[src/rtl/vend_ctrl_param.sv]
// Parametrised vending-machine controller: debounced coin/product inputs,
// binary credit balance, vend valid/ack and greedy change payout handshakes,
// and a multiplexed active-low 7-segment balance display.
module vend_ctrl_param #(
  parameter int unsigned                NUM_COINS = 3,
  parameter logic [NUM_COINS*10-1:0]    COIN_VAL  = {10'd50, 10'd10, 10'd5},
  parameter int unsigned                NUM_GOODS = 4,
  parameter logic [NUM_GOODS*10-1:0]    PRICE     = {10'd40, 10'd30, 10'd25, 10'd15},
  parameter int unsigned                MAX_BAL   = 999,
  parameter logic [19:0]                DEBOUNCE  = 20'd50000,
  parameter logic [12:0]                SCAN_DIV  = 13'd5000,
  parameter int unsigned                DIGITS    = 3,
  localparam int unsigned               CW = (NUM_COINS > 1) ? $clog2(NUM_COINS) : 1,
  localparam int unsigned               GW = (NUM_GOODS > 1) ? $clog2(NUM_GOODS) : 1
) (
  input  logic                 clk,
  input  logic                 rst_n,
  input  logic [NUM_COINS-1:0] coin,
  input  logic [NUM_GOODS-1:0] buy,
  input  logic                 refund,
  input  logic                 clear,
  output logic                 vend_valid,
  output logic [GW-1:0]        vend_idx,
  input  logic                 vend_ack,
  output logic                 chg_valid,
  output logic [CW-1:0]        chg_idx,
  input  logic                 chg_ready,
  output logic [3:0]           light,
  output logic [DIGITS-1:0]    en,
  output logic [7:0]           lit
);

  localparam int unsigned NIN       = NUM_COINS + NUM_GOODS + 2;
  localparam int unsigned DW        = (DIGITS > 1) ? $clog2(DIGITS) : 1;
  localparam logic [10:0] MAX_BAL_W = 11'(MAX_BAL);
  localparam logic [9:0]  MIN_COIN  = COIN_VAL[9:0];

  typedef enum logic [1:0] {S_IDLE, S_VEND, S_CHANGE} state_e;

  // ---------------------------------------------------------------------------
  // Reset: asserts asynchronously, releases synchronously to clk
  // ---------------------------------------------------------------------------
  logic rst_meta_q, rst_sync_q;

  // two-stage reset release synchronizer
  always_ff @(posedge clk or negedge rst_n) begin
    if (!rst_n) begin
      rst_meta_q <= 1'b0;
      rst_sync_q <= 1'b0;
    end else begin
      rst_meta_q <= 1'b1;
      rst_sync_q <= rst_meta_q;
    end
  end

  // ---------------------------------------------------------------------------
  // Input conditioning: sync, stable-count debounce, rising-edge pulse
  // bit layout: {clear, refund, buy[], coin[]}
  // ---------------------------------------------------------------------------
  logic [NIN-1:0] raw, sync1_q, sync2_q, level_q, level_d, prev_q, pulse;
  logic [19:0]    cnt_q [NIN];
  logic [19:0]    cnt_d [NIN];

  assign raw = {clear, refund, buy, coin};

  // accept a new level once it has differed for DEBOUNCE consecutive cycles
  always_comb begin
    level_d = level_q;
    for (int unsigned i = 0; i < NIN; i++) begin
      cnt_d[i] = '0;
      if (sync2_q[i] != level_q[i]) begin
        if (21'(cnt_q[i]) + 21'd1 >= 21'(DEBOUNCE)) level_d[i] = sync2_q[i];
        else                                         cnt_d[i]   = cnt_q[i] + 20'd1;
      end
    end
  end

  // synchronizer, debounce and edge-detect registers
  always_ff @(posedge clk or negedge rst_sync_q) begin
    if (!rst_sync_q) begin
      sync1_q <= '0;
      sync2_q <= '0;
      level_q <= '0;
      prev_q  <= '0;
      for (int unsigned i = 0; i < NIN; i++) cnt_q[i] <= '0;
    end else begin
      sync1_q <= raw;
      sync2_q <= sync1_q;
      level_q <= level_d;
      prev_q  <= level_q;
      for (int unsigned i = 0; i < NIN; i++) cnt_q[i] <= cnt_d[i];
    end
  end

  assign pulse = level_q & ~prev_q;

  logic [NUM_COINS-1:0] coin_p;
  logic [NUM_GOODS-1:0] buy_p;
  logic                 refund_p, clear_p;

  assign coin_p   = pulse[NUM_COINS-1:0];
  assign buy_p    = pulse[NUM_COINS +: NUM_GOODS];
  assign refund_p = pulse[NIN-2];
  assign clear_p  = pulse[NIN-1];

  // ---------------------------------------------------------------------------
  // Arbitration helpers and greedy change selection
  // ---------------------------------------------------------------------------
  logic          buy_hit, coin_hit;
  logic [GW-1:0] buy_sel;
  logic [9:0]    price_amt, coin_amt, chg_val;
  logic [CW-1:0] chg_sel;
  logic          chg_avail;
  logic [9:0]    bal_q, bal_d;

  // lowest-index buy and highest-index coin win; largest coin not above balance
  always_comb begin
    buy_hit   = 1'b0;
    buy_sel   = '0;
    price_amt = PRICE[9:0];
    for (int unsigned j = NUM_GOODS; j > 0; j--) begin
      if (buy_p[j-1]) begin
        buy_hit   = 1'b1;
        buy_sel   = GW'(j-1);
        price_amt = PRICE[(j-1)*10 +: 10];
      end
    end
    coin_hit = 1'b0;
    coin_amt = COIN_VAL[9:0];
    chg_sel  = '0;
    chg_val  = MIN_COIN;
    for (int unsigned k = 0; k < NUM_COINS; k++) begin
      if (coin_p[k]) begin
        coin_hit = 1'b1;
        coin_amt = COIN_VAL[k*10 +: 10];
      end
      if (COIN_VAL[k*10 +: 10] <= bal_q) begin
        chg_sel = CW'(k);
        chg_val = COIN_VAL[k*10 +: 10];
      end
    end
  end

  assign chg_avail = (bal_q >= MIN_COIN);

  // ---------------------------------------------------------------------------
  // Control FSM
  // ---------------------------------------------------------------------------
  state_e        state_q, state_d;
  logic [3:0]    light_q, light_d;
  logic [GW-1:0] vend_idx_q, vend_idx_d;
  logic [9:0]    bal_after;

  // state, balance, status and vend index registers
  always_ff @(posedge clk or negedge rst_sync_q) begin
    if (!rst_sync_q) begin
      state_q    <= S_IDLE;
      bal_q      <= '0;
      light_q    <= '0;
      vend_idx_q <= '0;
    end else begin
      state_q    <= state_d;
      bal_q      <= bal_d;
      light_q    <= light_d;
      vend_idx_q <= vend_idx_d;
    end
  end

  // next-state and datapath update; one event per cycle in IDLE
  always_comb begin
    state_d    = state_q;
    bal_d      = bal_q;
    light_d    = light_q;
    vend_idx_d = vend_idx_q;
    bal_after  = bal_q - chg_val;
    unique case (state_q)
      S_IDLE: begin
        if (clear_p) begin
          bal_d   = '0;
          light_d = 4'b0000;
        end else if (refund_p) begin
          if (bal_q == '0) light_d = 4'b0100;
          else             state_d = S_CHANGE;
        end else if (buy_hit) begin
          if (bal_q < price_amt) begin
            light_d = 4'b0001;
          end else begin
            bal_d      = bal_q - price_amt;
            vend_idx_d = buy_sel;
            state_d    = S_VEND;
          end
        end else if (coin_hit) begin
          if ({1'b0, bal_q} + {1'b0, coin_amt} <= MAX_BAL_W) begin
            bal_d   = bal_q + coin_amt;
            light_d = 4'b0000;
          end else begin
            light_d = 4'b1000;
          end
        end
      end
      S_VEND: begin
        if (vend_ack) begin
          state_d = S_IDLE;
          light_d = 4'b0010;
        end
      end
      S_CHANGE: begin
        // finishing on the edge of the last transfer keeps chg_valid from
        // lingering a cycle with nothing payable
        if (!chg_avail) begin
          bal_d   = '0;
          light_d = 4'b0100;
          state_d = S_IDLE;
        end else if (chg_ready) begin
          if (bal_after < MIN_COIN) begin
            bal_d   = '0;
            light_d = 4'b0100;
            state_d = S_IDLE;
          end else begin
            bal_d = bal_after;
          end
        end
      end
      default: state_d = S_IDLE;
    endcase
  end

  // handshake and status outputs
  always_comb begin
    vend_valid = (state_q == S_VEND);
    vend_idx   = vend_idx_q;
    chg_valid  = (state_q == S_CHANGE) && chg_avail;
    chg_idx    = chg_sel;
    light      = light_q;
  end

  // ---------------------------------------------------------------------------
  // Display scan
  // ---------------------------------------------------------------------------
  function automatic logic [6:0] seg7(input logic [3:0] v);
    case (v)
      4'd0:    seg7 = 7'b0000001;
      4'd1:    seg7 = 7'b1001111;
      4'd2:    seg7 = 7'b0010010;
      4'd3:    seg7 = 7'b0000110;
      4'd4:    seg7 = 7'b1001100;
      4'd5:    seg7 = 7'b0100100;
      4'd6:    seg7 = 7'b0100000;
      4'd7:    seg7 = 7'b0001111;
      4'd8:    seg7 = 7'b0000000;
      4'd9:    seg7 = 7'b0000100;
      default: seg7 = 7'b1111111;
    endcase
  endfunction

  logic [12:0]       scan_cnt_q, scan_cnt_d;
  logic [DW-1:0]     scan_idx_q, scan_idx_d;
  logic [DIGITS-1:0] en_q, en_d;
  logic [7:0]        lit_q, lit_d;
  logic [9:0]        rem;
  logic [3:0]        digit;

  // slot timer, digit select, and segment pattern for the active digit
  always_comb begin
    scan_cnt_d = scan_cnt_q + 13'd1;
    scan_idx_d = scan_idx_q;
    en_d       = en_q;
    if (14'(scan_cnt_q) + 14'd1 >= 14'(SCAN_DIV)) begin
      scan_cnt_d = '0;
      if (32'(scan_idx_q) == DIGITS - 1) scan_idx_d = '0;
      else                               scan_idx_d = scan_idx_q + DW'(1);
      en_d = ~(DIGITS'(1) << scan_idx_d);
    end
    rem   = bal_q;
    digit = '0;
    for (int unsigned d = 0; d < DIGITS; d++) begin
      if (DW'(d) == scan_idx_d) digit = 4'(rem % 10'd10);
      rem = rem / 10'd10;
    end
    lit_d = {(scan_idx_d != '0), seg7(digit)};
  end

  // display registers
  always_ff @(posedge clk or negedge rst_sync_q) begin
    if (!rst_sync_q) begin
      scan_cnt_q <= '0;
      scan_idx_q <= '0;
      en_q       <= ~DIGITS'(1);
      lit_q      <= 8'b0000_0001;
    end else begin
      scan_cnt_q <= scan_cnt_d;
      scan_idx_q <= scan_idx_d;
      en_q       <= en_d;
      lit_q      <= lit_d;
    end
  end

  assign en  = en_q;
  assign lit = lit_q;

endmodule

[config.mk]
export PLATFORM = sky130hd
export DESIGN_NAME = vend_ctrl_param
export DESIGN_NICKNAME = d
export VERILOG_FILES = /design/src/rtl/vend_ctrl_param.sv
export SDC_FILE = /design/constraint.sdc
export NUM_CORES = 1
export LEC_CHECK = 0
export ABC_AREA = 1
export CORE_ASPECT_RATIO = 0.6
export CORE_MARGIN = 4
export CORE_UTILIZATION = 35
export CTS_CLUSTER_DIAMETER = 120
export DETAILED_ROUTE_END_ITERATION = 7
export PLACE_DENSITY = 0.54
export RECOVER_POWER = 100
export SETUP_SLACK_MARGIN = 0.1
export SLEW_MARGIN = 25
export SYNTH_ARGS = -nofsm -noshare
export SYNTH_HDL_FRONTEND = slang
export SYNTH_SLANG_ARGS = --single-unit
[constraint.sdc]
create_clock -name clk -period 9.4 [get_ports clk]
set_clock_uncertainty 0.1 [all_clocks]
set_input_delay 1.41 -clock clk [delete_from_list [all_inputs] [get_ports clk]]
set_output_delay 1.41 -clock clk [all_outputs]
set_load 0.01 [all_outputs]
Word-level counts from Yosys, hierarchy flattened
Memory sizes are Yosys's and may differ from the RTL's. A register that Yosys moved wholly into a read port is not among the register bits.
Cells that the tools add are included.
{"block": "totals", "reg_bits": 262, "mem_bits_ro": 112, "in_bits": 13, "output_inout_bits": 21, "elab_cells": 212, "memories": 1}
{"memory": "(no name shown)", "words": 16, "word_bits": 7, "rd": 1, "rd_clocked_by_memory_dff": 1, "write_ports": 0, "line": "241", "source": "case (v)"}
{"block": "op_classes", "addsub": 25, "div_mod_pow": 5, "magnitude_cmp": 16, "n_eq_ne": 28, "shifts": 1, "n_mux": 78, "bitwise_logic": 6, "reduce_logical": 21}
{"cell": "20-bit 2-to-1 mux", "count": 18}
{"cell": "20-bit by 1-bit adder with 21-bit output, second input constant", "count": 9}
{"cell": "21-bit by 16-bit >= comparator with 1-bit output, second input constant", "count": 9}
{"cell": "20-bit by 1-bit adder with 20-bit output, second input constant", "count": 9}
{"cell": "10-bit 2-to-1 mux", "count": 14}
{"cell": "4-bit 2-to-1 mux", "count": 16}
{"cell": "2-bit 2-to-1 mux", "count": 17}
{"cell": "10-bit by 4-bit remainder unit with 10-bit output, second input constant", "count": 3}
{"cell": "10-bit by 4-bit divider with 10-bit output, second input constant", "count": 2}
{"cell": "10-bit case mux with 2 select lines", "count": 1}
{"cell": "10-bit subtractor", "count": 2}
{"cell": "3-bit != test, second input constant", "count": 6}
{"cell": "2-bit AND reduction", "count": 9}
{"cell": "4-bit != test, second input constant", "count": 4}
{"cell": "13-bit by 1-bit adder with 14-bit output, second input constant", "count": 1}
{"cell": "14-bit by 13-bit >= comparator with 1-bit output, second input constant", "count": 1}
{"cell": "7-bit AND reduction", "count": 2}
{"cell": "13-bit by 1-bit adder with 13-bit output, second input constant", "count": 1}
{"cell": "13-bit 2-to-1 mux", "count": 1}
{"cell": "4-bit case mux with 3 select lines", "count": 1}
{"cell": "10-bit by 10-bit adder with 11-bit output", "count": 1}
{"cell": "11-bit by 10-bit less-or-equal comparator with 1-bit output, second input constant", "count": 1}
{"cell": "10-bit adder", "count": 1}
{"cell": "10-bit by 3-bit >= comparator with 1-bit output, second input constant", "count": 1}
{"cell": "29 further kinds", "count": 50}

Logic depth before layout (Yosys ltp)
Gate-level depths: netlist of the first run.
{"block": "logic_depth", "word_depth": 12, "ltp_mapped": 53, "mapped_depth_nobuf": 52}

Worst setup path after synthesis of the first run
No wires, ideal clock.
{"block": "synth_timing", "path_kind": "reg2reg", "from": "reg bal_q[7]", "to": "reg lit_q[3], in the netlist lit[3]", "arrival_time_ps": 4861, "required_ps": 9183, "slack_ps": 4321, "stages_incl_launch_ff": 47, "path_buffers": 1, "period_less_slack_ps": 5079, "path_cell_list": "dfrtp_1 -> buf_4 -> inv_4 -> nand2_2 -> nand2_2 -> nand3_2 -> nand2_2 -> inv_2 -> nand2_2 -> nand2_2 -> a21o_1 -> nand2_4 -> nand3_1 -> nand2_1 -> nand3_2 -> nand3_4 -> nand2_2 -> nand2_1 -> [11 not listed] -> inv_2 -> ha_1 -> inv_1 -> a21oi_1 -> nand3_1 -> a21oi_1 -> nand3_1 -> nor2_4 -> nand3_2 -> nand2_1 -> nand3_1 -> nand2_1 -> nand2_2 -> inv_1 -> ha_1 -> nand3b_1 -> nand3_1 -> nand2_1"}
{"block": "synth_via", "elab_chain_len": 4, "word_cells_on_any_way": 8}
{"item": "from (decl)", "line": "114", "source": "logic [9:0] bal_q, bal_d;"}
{"item": "from (signal assigned)", "line": "163", "source": "bal_q <= bal_d;"}
{"item": "10-bit by 4-bit divider with 10-bit output or 10-bit by 4-bit remainder unit with 10-bit output (tied branches)", "line": "278, 277"}
{"item": "10-bit by 4-bit divider with 10-bit output, or another cell as far along", "line": "278", "source": "rem = rem / 10'd10;"}
{"item": "10-bit by 4-bit remainder unit with 10-bit output or 4-bit 2-to-1 mux (tied branches)", "line": "277", "source": "if (DW'(d) == scan_idx_d) digit = 4'(rem % 10'd10);"}
{"item": "4-bit 2-to-1 mux (*)", "line": "277"}
{"item": "to (decl)", "line": "259", "source": "logic [7:0] lit_q, lit_d;"}
Mark *: on every way between the ends. The rest lies on a longest branch, timed or not.
A chain may end at the register's enable or synchronous reset.

Final worst setup path of the first run
Same ends and word-level chain as after synthesis.

==> flow_metrics.env, run 1 <==
export IMPL_postRouteAntennaNets=0
export IMPL_clk_pin_slew_ns=0.07
export IMPL_coreArea_mm2=0.0419
export IMPL_setup_viol=0
export IMPL_cts_root_buf="clkbuf_16"
export IMPL_drtIter0Drc=764
export IMPL_num_rows=58
export IMPL_timing_hold_ws_ns=0.250
export IMPL_finalMaxSlewViolations=265
export IMPL_path_max_fanout=10
export IMPL_multiInputGateArea_mm2=0.00735
export IMPL_grt_total_usage_pct=13.6
export IMPL_routed_wirelength_mm=30.5
export IMPL_startpoint="bal_q[7]"
export IMPL_place_gp_congestion=0.883
export IMPL_fin_tns_setup_ns=0
export IMPL_arrival_ns=7.13
export IMPL_worstSetupPathType="reg2reg"
export IMPL_synth_seq_cells=262
export IMPL_clk_path_buf_depth=3
export IMPL_post_cts_buffers=0
export IMPL_drtPass1Iterations=5
export IMPL_min_period_ns=6.81
export IMPL_max_freq_ghz=0.147
export IMPL_place_ws_ns=3.49
export IMPL_synth_area_mm2=0.0149
export IMPL_grt_max_degree=151
export IMPL_max_cap_violations=3
export IMPL_die_x_um=274
export IMPL_crit_path_max_incr_delay_ns=0.57
export IMPL_final_hold_viol_count=0
export IMPL_peakVddDrop_mv=0.594
export IMPL_dp_cells=2448
export IMPL_ys_types=59
export IMPL_drive_gt1_share_pct=7.36
export IMPL_leakage_uw=0.00745
export IMPL_powerDensity_mw_per_mm2=380
export IMPL_fin_area_mm2=0.0169
export IMPL_nets=1969
export IMPL_r2r_end="lit[3]"
export IMPL_yosys_warnings=0
export IMPL_min_path_cells=0
export IMPL_regToRegSetupSlack_ns=2.59
export IMPL_min_path_type="reg2reg"
export IMPL_grt_pass1_wl_mm=53.8
export IMPL_wl_per_cell_um=12.2
export IMPL_fillers=4226
export IMPL_antenna_cells=0
export IMPL_r2r_start="bal_q[7]"
export IMPL_grt_overflow=0
export IMPL_dp_hpwl_mm=22.4
export IMPL_busiest_layer="met1"
export IMPL_area_delta_synth_final_pct=13.2
export IMPL_synthFlopType="dfrtp_1"
export IMPL_ys_seq_area_share_pct=44.0
export IMPL_violations="capacitance limit, slew limit"
export IMPL_startpoint_type="flip-flop"
export IMPL_regArea_mm2=0.00656
export IMPL_instances_no_fill=2499
export IMPL_max_slew_margin_pct=-163
export IMPL_rr_worst_depth=45
export IMPL_fin_ws_ns=2.59
export IMPL_syn_inst=1825
export IMPL_hold_path_end="sync2_q[2]"
export IMPL_status="complete, but fails checks"
export IMPL_tightest_slew_ns=3.94
export IMPL_start_util_pct=35.5
export IMPL_h_tree_depth=1
export IMPL_route_detailed_drc=0
export IMPL_first_global_vias=11100
export IMPL_fin_crit_sh_pct=72.4
export IMPL_clkLatencyLatePin_ns=0.54
export IMPL_slowest_stage="dfrtp_1"
export IMPL_via_per_inst=4.63
export IMPL_rsz0062_at_grt="false"
export IMPL_required_ns=9.73
export IMPL_fp_dieH_um=168
export IMPL_antenna_found_initial=0
export IMPL_grtUsageMet3_pct=2.22
export IMPL_synth_edf_count=0
export IMPL_end_kind="flip-flop"
export IMPL_grt_use_met2_pct=19.2
export IMPL_use_met1_pct=21.8
export IMPL_numCtsBuffers=28
export IMPL_cts_tree="done"
export IMPL_cts_resized=0
export IMPL_avgSynthCellArea_um2=8.16
export IMPL_boundaryPins=34
export IMPL_hold_buffers=0
export IMPL_port_buffers=33
export IMPL_path_common_cell="nand2_1"
export IMPL_async_flop_share_pct=100
export IMPL_place_area_mm2=0.0160
export IMPL_die_area_mm2=0.0460
export IMPL_via_count=11600
export IMPL_min_delay_start="sync1_q[2]"
export IMPL_clkSinkCount=262
-- sequential cells by signal, indices dropped and copies added (netlist names) --
register,count
en,3
level_q,9
state_q,2
rst_meta_q,1
lit,8
light,4
cnt_q,180
bal_q,10
vend_idx,2
scan_cnt_q,13
sync2_q,9
scan_idx_q,2
prev_q,9
rst_sync_q,1
sync1_q,9
-- worst max-delay path by stage --
stage	slack, ns	depth (start not counted)	endpoint
floorplan	1.46	0	bal_q[0]
global placement	3.76	44	lit[3]
detailed placement	3.49	45	lit[3]
global route	1.78	45	lit[3]
CTS	3.45	45	lit[3]
finish	2.59	45	lit[3]
-- cells by family (layout without fill, tap and decap cells) --
| group | Yosys count | in the layout | share of synthesized area (%) |
|---|---|---|---|
| and+or+nand+nor | 908 | 908 | 28.2 |
| buffers and inverters | 275 | 344 | 7.12 |
| DFF | 262 | 262 | 44.0 |
| AOI/OAI and AO/OA | 170 | 170 | 7.03 |
| xor gates and xnor gates | 160 | 160 | 9.41 |
| adders and majority gates | 48 | 48 | 4.18 |
| other | 2 | 37 | 0.0504 |
-- critical path: cells and delay by family (launching register included) --
| family | cells | cell delay (ns) |
|---|---|---|
| adders and majority gates | 2 | 0.41 |
| DFF | 1 | 0.57 |
| and+or+nand+nor | 36 | 4.72 |
| buffers and inverters | 4 | 0.43 |
| AOI/OAI and AO/OA | 3 | 0.46 |
-- synth_stat cells, types with 29 or more instances --
cell type / count / area [µm²]
nor2_1: 285 / 1070
nor3_1: 58 / 290
a21oi_1: 42 / 210
nand3_1: 101 / 505
inv_1: 237 / 890
nand4_1: 35 / 219
nand2_2: 29 / 181
o21ai_0: 60 / 300
xnor2_1: 45 / 394
dfrtp_1: 259 / 6480
ha_1: 45 / 563
xor2_1: 115 / 1010
nand2_1: 304 / 1140
-- placed cells by master (no fill, tap or decap), types with 31 or more instances in the layout --
master	Yosys	final
a21oi_1	42	42
conb_1	2	37
dfrtp_1	259	259
dlygate4sd3_1	0	31
ha_1	45	45
inv_1	237	237
nand2_1	304	307
nand3_1	101	103
nand4_1	35	35
nor2_1	285	287
nor3_1	58	58
o21ai_0	60	60
xnor2_1	45	45
xor2_1	115	115
-- layer usage --
layer  vias up  part of all wire [%]
met4         0                   1.8
li1       6008                     -
met5         -                     0
met2       187                    39
met1      5320                    56
met3        44                   3.7
-- report_power, final --
group	switching [µW]	internal [µW]
registers	86.1	1240
clock network	449	640
logic	2630	1360
total	3160	3240
-- layout make-up --
type | count | area share (%)
Multi-Input combinational cell | 1323 | 43.6
Sequential cell | 262 | 38.9
Inverter | 256 | 5.73
Clock buffer | 43 | 4.97
Tap cell | 570 | 4.23
Timing Repair Buffer | 37 | 2.08
Clock inverter | 8 | 0.438
-- stage by stage --
step	util (%)	power [µW]
after floorplan	-	4580
after global placement	38.2	5350
after detailed placement	38.2	5400
after CTS	40.4	6530
after global routing	40.2	7080
final	40.2	6410
Note: power is estimated with default switching activity, not from simulation.
==> run 2, diff against run 1 <==
clock period = 7.1 ns   (was 9.4 ns; I/O delays follow)
==> flow_metrics.env, run 2 (synthesis results as in run 1) <==
export IMPL_fp_dieH_um=168
export IMPL_nets=1968
export IMPL_start_util_pct=35.5
export IMPL_regMostFlops="cnt_q"
export IMPL_tightest_slew_ns=2.65
export IMPL_p_comb_share_pct=61.8
export IMPL_postRouteAntennaNets=0
export IMPL_peakVddDrop_mv=0.631
export IMPL_final_hold_viol_count=0
export IMPL_hold_path_end="rst_sync_q"
export IMPL_rsz0062_at_grt="false"
export IMPL_layout_commonest_cell="nand2_1"
export IMPL_timing_hold_ws_ns=0.246
export IMPL_startpoint="bal_q[9]"
export IMPL_place_gp_congestion=0.900
export IMPL_numCtsBuffers=27
export IMPL_first_global_vias=11100
export IMPL_status="complete, but fails checks"
export IMPL_instances_no_fill=2496
export IMPL_grt_total_usage_pct=13.5
export IMPL_largest_reg_flops=180
export IMPL_via_per_inst=4.58
export IMPL_leakage_uw=0.00749
export IMPL_use_met1_pct=21.6
export IMPL_grt_overflow=0
export IMPL_route_detailed_drc=0
export IMPL_end_kind="flip-flop"
export IMPL_busiest_layer="met1"
export IMPL_coreArea_mm2=0.0419
export IMPL_required_ns=7.42
export IMPL_h_tree_depth=1
export IMPL_routed_wirelength_mm=30.2
export IMPL_die_x_um=274
export IMPL_power_frac_seq_pct=20.3
export IMPL_wl_per_cell_um=12.1
export IMPL_port_buffers=33
export IMPL_path_common_cell="nand2_1"
export IMPL_grt_max_degree=167
export IMPL_cts_resized=0
export IMPL_max_cap_violations=2
export IMPL_cts_root_buf="clkbuf_16"
export IMPL_antenna_cells=0
export IMPL_startpoint_type="flip-flop"
export IMPL_r2r_end="lit[3]"
export IMPL_r2r_start="bal_q[9]"
export IMPL_p_clk_share_pct=17.9
export IMPL_post_cts_buffers=0
export IMPL_worstSetupPathType="reg2reg"
export IMPL_arrival_ns=6.40
export IMPL_fillers=4270
export IMPL_hold_buffers=0
export IMPL_powerDensity_mw_per_mm2=510
export IMPL_area_delta_synth_final_pct=13.9
export IMPL_clk_path_buf_depth=3
export IMPL_drive_gt1_share_pct=7.58
export IMPL_crit_path_max_incr_delay_ns=0.56
export IMPL_via_count=11400
export IMPL_die_area_mm2=0.0460
export IMPL_min_period_ns=6.07
export IMPL_fin_crit_sh_pct=85.5
export IMPL_cts_tree="done"
export IMPL_drtIter0Drc=647
export IMPL_antenna_found_initial=0
export IMPL_slowest_stage="dfrtp_1"
export IMPL_violations="capacitance limit, slew limit"
export IMPL_finalMaxSlewViolations=97
export IMPL_layout_common_cells="nand2_1 (307), nor2_1 (285), dfrtp_1 (259), inv_1 (238), xor2_1 (115)"
export IMPL_path_max_fanout=9
export IMPL_p_sw_share_pct=49.0
export IMPL_max_slew_margin_pct=-76.9
export IMPL_min_delay_start="rst_meta_q"
export IMPL_fin_tns_setup_ns=0
export IMPL_clkSinkCount=262
export IMPL_max_freq_ghz=0.165
export IMPL_min_path_cells=0
export IMPL_power_uw=8660
export IMPL_min_path_type="reg2reg"
export IMPL_grtUsageMet3_pct=2.38
export IMPL_switchingPower_uw=4240
export IMPL_dp_hpwl_mm=22.3
export IMPL_clkLatencyLatePin_ns=0.54
export IMPL_boundaryPins=34
export IMPL_setup_viol=0
export IMPL_num_rows=58
export IMPL_regToRegSetupSlack_ns=1.03
export IMPL_rr_worst_depth=46
export IMPL_dp_cells=2448
export IMPL_drtPass1Iterations=5
export IMPL_grt_pass1_wl_mm=53.4
export IMPL_grt_use_met2_pct=19.2
export IMPL_internal_power_uw=4420
export IMPL_clk_pin_slew_ns=0.06
export IMPL_largestRegisters="cnt_q (180), scan_cnt_q (13), bal_q (10)"
[run 2: cell types whose count changed in the layout (fill, tap and decap cells not counted), sizes merged]
cell    before  now
buf          1    2
bufinv       1    6
clkbuf      46   36
clkinv       5    7
inv        256  255
[run 2: power by group through the flow]
stage	Clock (µW)	Combinational, µW	Sequential (µW)
2_1_floorplan	0	4290	1770
3_3_place_gp	0	5300	1790
3_5_place_dp	0	5350	1790
4_1_cts	1610	5380	1770
5_1_grt	1670	6160	1780
6_report	1550	5350	1760
[run 2: how the worst max path moves through the flow]
| stage | endpoint | slack (ns) |
|---|---|---|
| 4_1_cts | lit[3] | 1.16 |
| 5_1_grt | lit[6] | 0.26 |
| 3_5_place_dp | lit[3] | 1.19 |
| 6_report | lit[3] | 1.03 |
| 2_1_floorplan | lit[3] | 2.02 |
| 3_3_place_gp | lit[3] | 1.47 |
[run 2: through the flow]
stage | cell area (µm²) | setup slack, ns | utilization [%]
detailed placement | 16000 | 1.19 | 38.2
finish | 17000 | 1.03 | 40.5
global placement | 16000 | 1.47 | 38.2
CTS | 17000 | 1.16 | 40.5
floorplan | 15000 | 2.02 | -
global route | 17000 | 0.257 | 40.5
[run 2: layout make-up]
cell class                      count  area (µm²)  area share (%)
Inverter                          256         966            5.69
Clock buffer                       34         732            4.31
Multi-Input combinational cell   1323        7390            43.6
Clock inverter                     14         240            1.42
Tap cell                          570         713            4.20
Sequential cell                   262        6560            38.7
Timing Repair Buffer               37         365            2.15
[run 2: critical path: cells and delay by family, from the launching register on]
kind	cells	cell delay [ns]
flip-flops	1	0.56
buffers and inverters	5	0.57
AO/OA/AOI/OAI	2	0.27
AND/OR/NAND/NOR	37	4.00
adder cells (fa/ha/maj)	2	0.41
[run 2: routing by layer]
layer | wire length (µm) | vias to the layer above
met5 | 0 | -
met4 | 442 | 0
met3 | 1180 | 34
met2 | 11900 | 158
met1 | 16700 | 5224
li1 | - | 6009
==> run 3, diff against run 2 <==
clock period = 5.9 ns   (was 7.1 ns; I/O delays follow)
==> flow_metrics.env, run 3 (synthesis results as in run 1) <==
export IMPL_via_count=11600
export IMPL_largest_reg_flops=180
export IMPL_r2r_start="bal_q[7]"
export IMPL_rsz0062_at_grt="true"
export IMPL_status="complete, but fails checks"
export IMPL_min_path_type="reg2reg"
export IMPL_wl_met3_mm=1.08
export IMPL_dp_hpwl_mm=22.5
export IMPL_min_period_ns=5.57
export IMPL_layout_commonest_cell="nand2_1"
export IMPL_drtIter0Drc=702
export IMPL_dr_max_layer_used="met4"
export IMPL_route_detailed_drc=0
export IMPL_die_x_um=274
export IMPL_antenna_cells=0
export IMPL_rr_worst_depth=46
export IMPL_max_cap_violations=3
export IMPL_clkLatencyLatePin_ns=0.54
export IMPL_drt_met1_wl_mm=17.2
export IMPL_start_util_pct=35.5
export IMPL_clk_path_buf_depth=3
export IMPL_startpoint="bal_q[7]"
export IMPL_clk_pin_slew_ns=0.06
export IMPL_regMostFlops="cnt_q"
export IMPL_antenna_found_initial=0
export IMPL_die_area_mm2=0.0460
export IMPL_via_per_inst=4.60
export IMPL_cts_tree="done"
export IMPL_nets=2000
export IMPL_numCtsBuffers=27
export IMPL_required_ns=6.23
export IMPL_fin_area_mm2=0.0175
export IMPL_first_global_vias=11000
export IMPL_arrival_ns=5.90
export IMPL_postRouteAntennaNets=0
export IMPL_boundaryPins=34
export IMPL_path_max_fanout=8
export IMPL_worstSetupPathType="reg2reg"
export IMPL_end_kind="flip-flop"
export IMPL_layout_common_cells="nand2_1 (289), nor2_1 (283), dfrtp_1 (256), inv_1 (234), xor2_1 (115)"
export IMPL_slowest_stage="dfrtp_2"
export IMPL_routed_wirelength_mm=31.2
export IMPL_coreArea_mm2=0.0419
export IMPL_path_common_cell="nand2_2"
export IMPL_max_freq_ghz=0.180
export IMPL_grt_total_usage_pct=13.6
export IMPL_regToRegSetupSlack_ns=0.33
export IMPL_largestRegisters="cnt_q (180), scan_cnt_q (13), bal_q (10)"
export IMPL_fin_crit_sh_pct=94.3
export IMPL_grt_max_degree=166
export IMPL_drtPass1Iterations=5
export IMPL_startpoint_type="flip-flop"
export IMPL_crit_path_max_incr_delay_ns=0.44
export IMPL_num_rows=58
export IMPL_r2r_end="lit[3]"
export IMPL_place_ws_ns=0.00929
export IMPL_clkSinkCount=262
export IMPL_port_buffers=33
export IMPL_h_tree_depth=1
export IMPL_cts_root_buf="clkbuf_16"
export IMPL_violations="capacitance limit, slew limit"
export IMPL_place_area_mm2=0.0160
export IMPL_final_hold_viol_count=0
export IMPL_grt_pass1_wl_mm=53.2
export IMPL_drive_gt1_share_pct=11.2
export IMPL_grt_overflow=0
export IMPL_max_slew_margin_pct=-53.4
export IMPL_setup_viol=0
export IMPL_fillers=4218
export IMPL_fp_dieH_um=168
export IMPL_area_delta_synth_final_pct=17.5
export IMPL_wl_per_cell_um=12.3
export IMPL_wl_met2_mm=12.4
export IMPL_place_gp_congestion=0.852
export IMPL_finalMaxSlewViolations=265
export IMPL_tightest_slew_ns=2.30
export IMPL_critical_path_endpoint="lit[3]"
export IMPL_fin_ws_ns=0.333
-- run 3: timing repair --
action                                  CTS  global route
hold buffers                              0             0
resized for setup                         2            68
setup buffers                             0            29
pin swaps                                 0            40
endpoints found under the setup margin    1             7
gates cloned                              0             0
-- run 3: area by class of cell --
type	count	area (µm²)	share of cell area, %
inverters	256	988	5.65
repair buffers	69	587	3.35
well taps	570	713	4.08
multi-input cells	1323	7650	43.7
clock buffers	38	807	4.61
flip-flops and latches	262	6560	37.5
clock inverters	11	185	1.06
-- run 3: how the worst min path moves through the flow --
stage,start,endpoint,slack [ns],cells past startpoint
global placement,sync1_q[4],sync2_q[4],0.23,0
global route,sync1_q[3],sync2_q[3],0.26,0
floorplan,rst_meta_q,rst_sync_q,0.23,0
detailed placement,sync1_q[4],sync2_q[4],0.23,0
CTS,sync1_q[4],sync2_q[4],0.25,0
finish,sync1_q[4],sync2_q[4],0.25,0
-- run 3: layer usage --
metal | track usage [%] | up-vias
li1 | - | 6072
met1 | 21.6 | 5368
met2 | 19.4 | 151
met3 | 2.28 | 38
met4 | 2.46 | 0
met5 | 0 | -
-- run 3: critical path, delay by kind of cell, from the launching register on --
kind	cells	cell delay (ns)
buffers and inverters	6	0.52
adders and majority gates	2	0.34
and+or+nand+nor	36	3.74
AOI/OAI and AO/OA	2	0.29
DFF	1	0.44
-- run 3: per-stage QoR --
stage / hold WS (ns) / util (%) / TNS (ns) / instances
finish: 0.247 / 41.7 / 0 / 2529
global route: 0.259 / 41.7 / -0.00223 / 2529
CTS: 0.248 / 40.6 / 0 / 2500
detailed placement: 0.235 / 38.3 / 0 / 2451
global placement: 0.235 / 38.2 / 0 / 2451
floorplan: 0.231 / - / 0 / 1860
Power of run 3 is left out: the tool's default activity adds up to more than one toggle a clock period on the data nets, which glitch-free logic cannot reach.
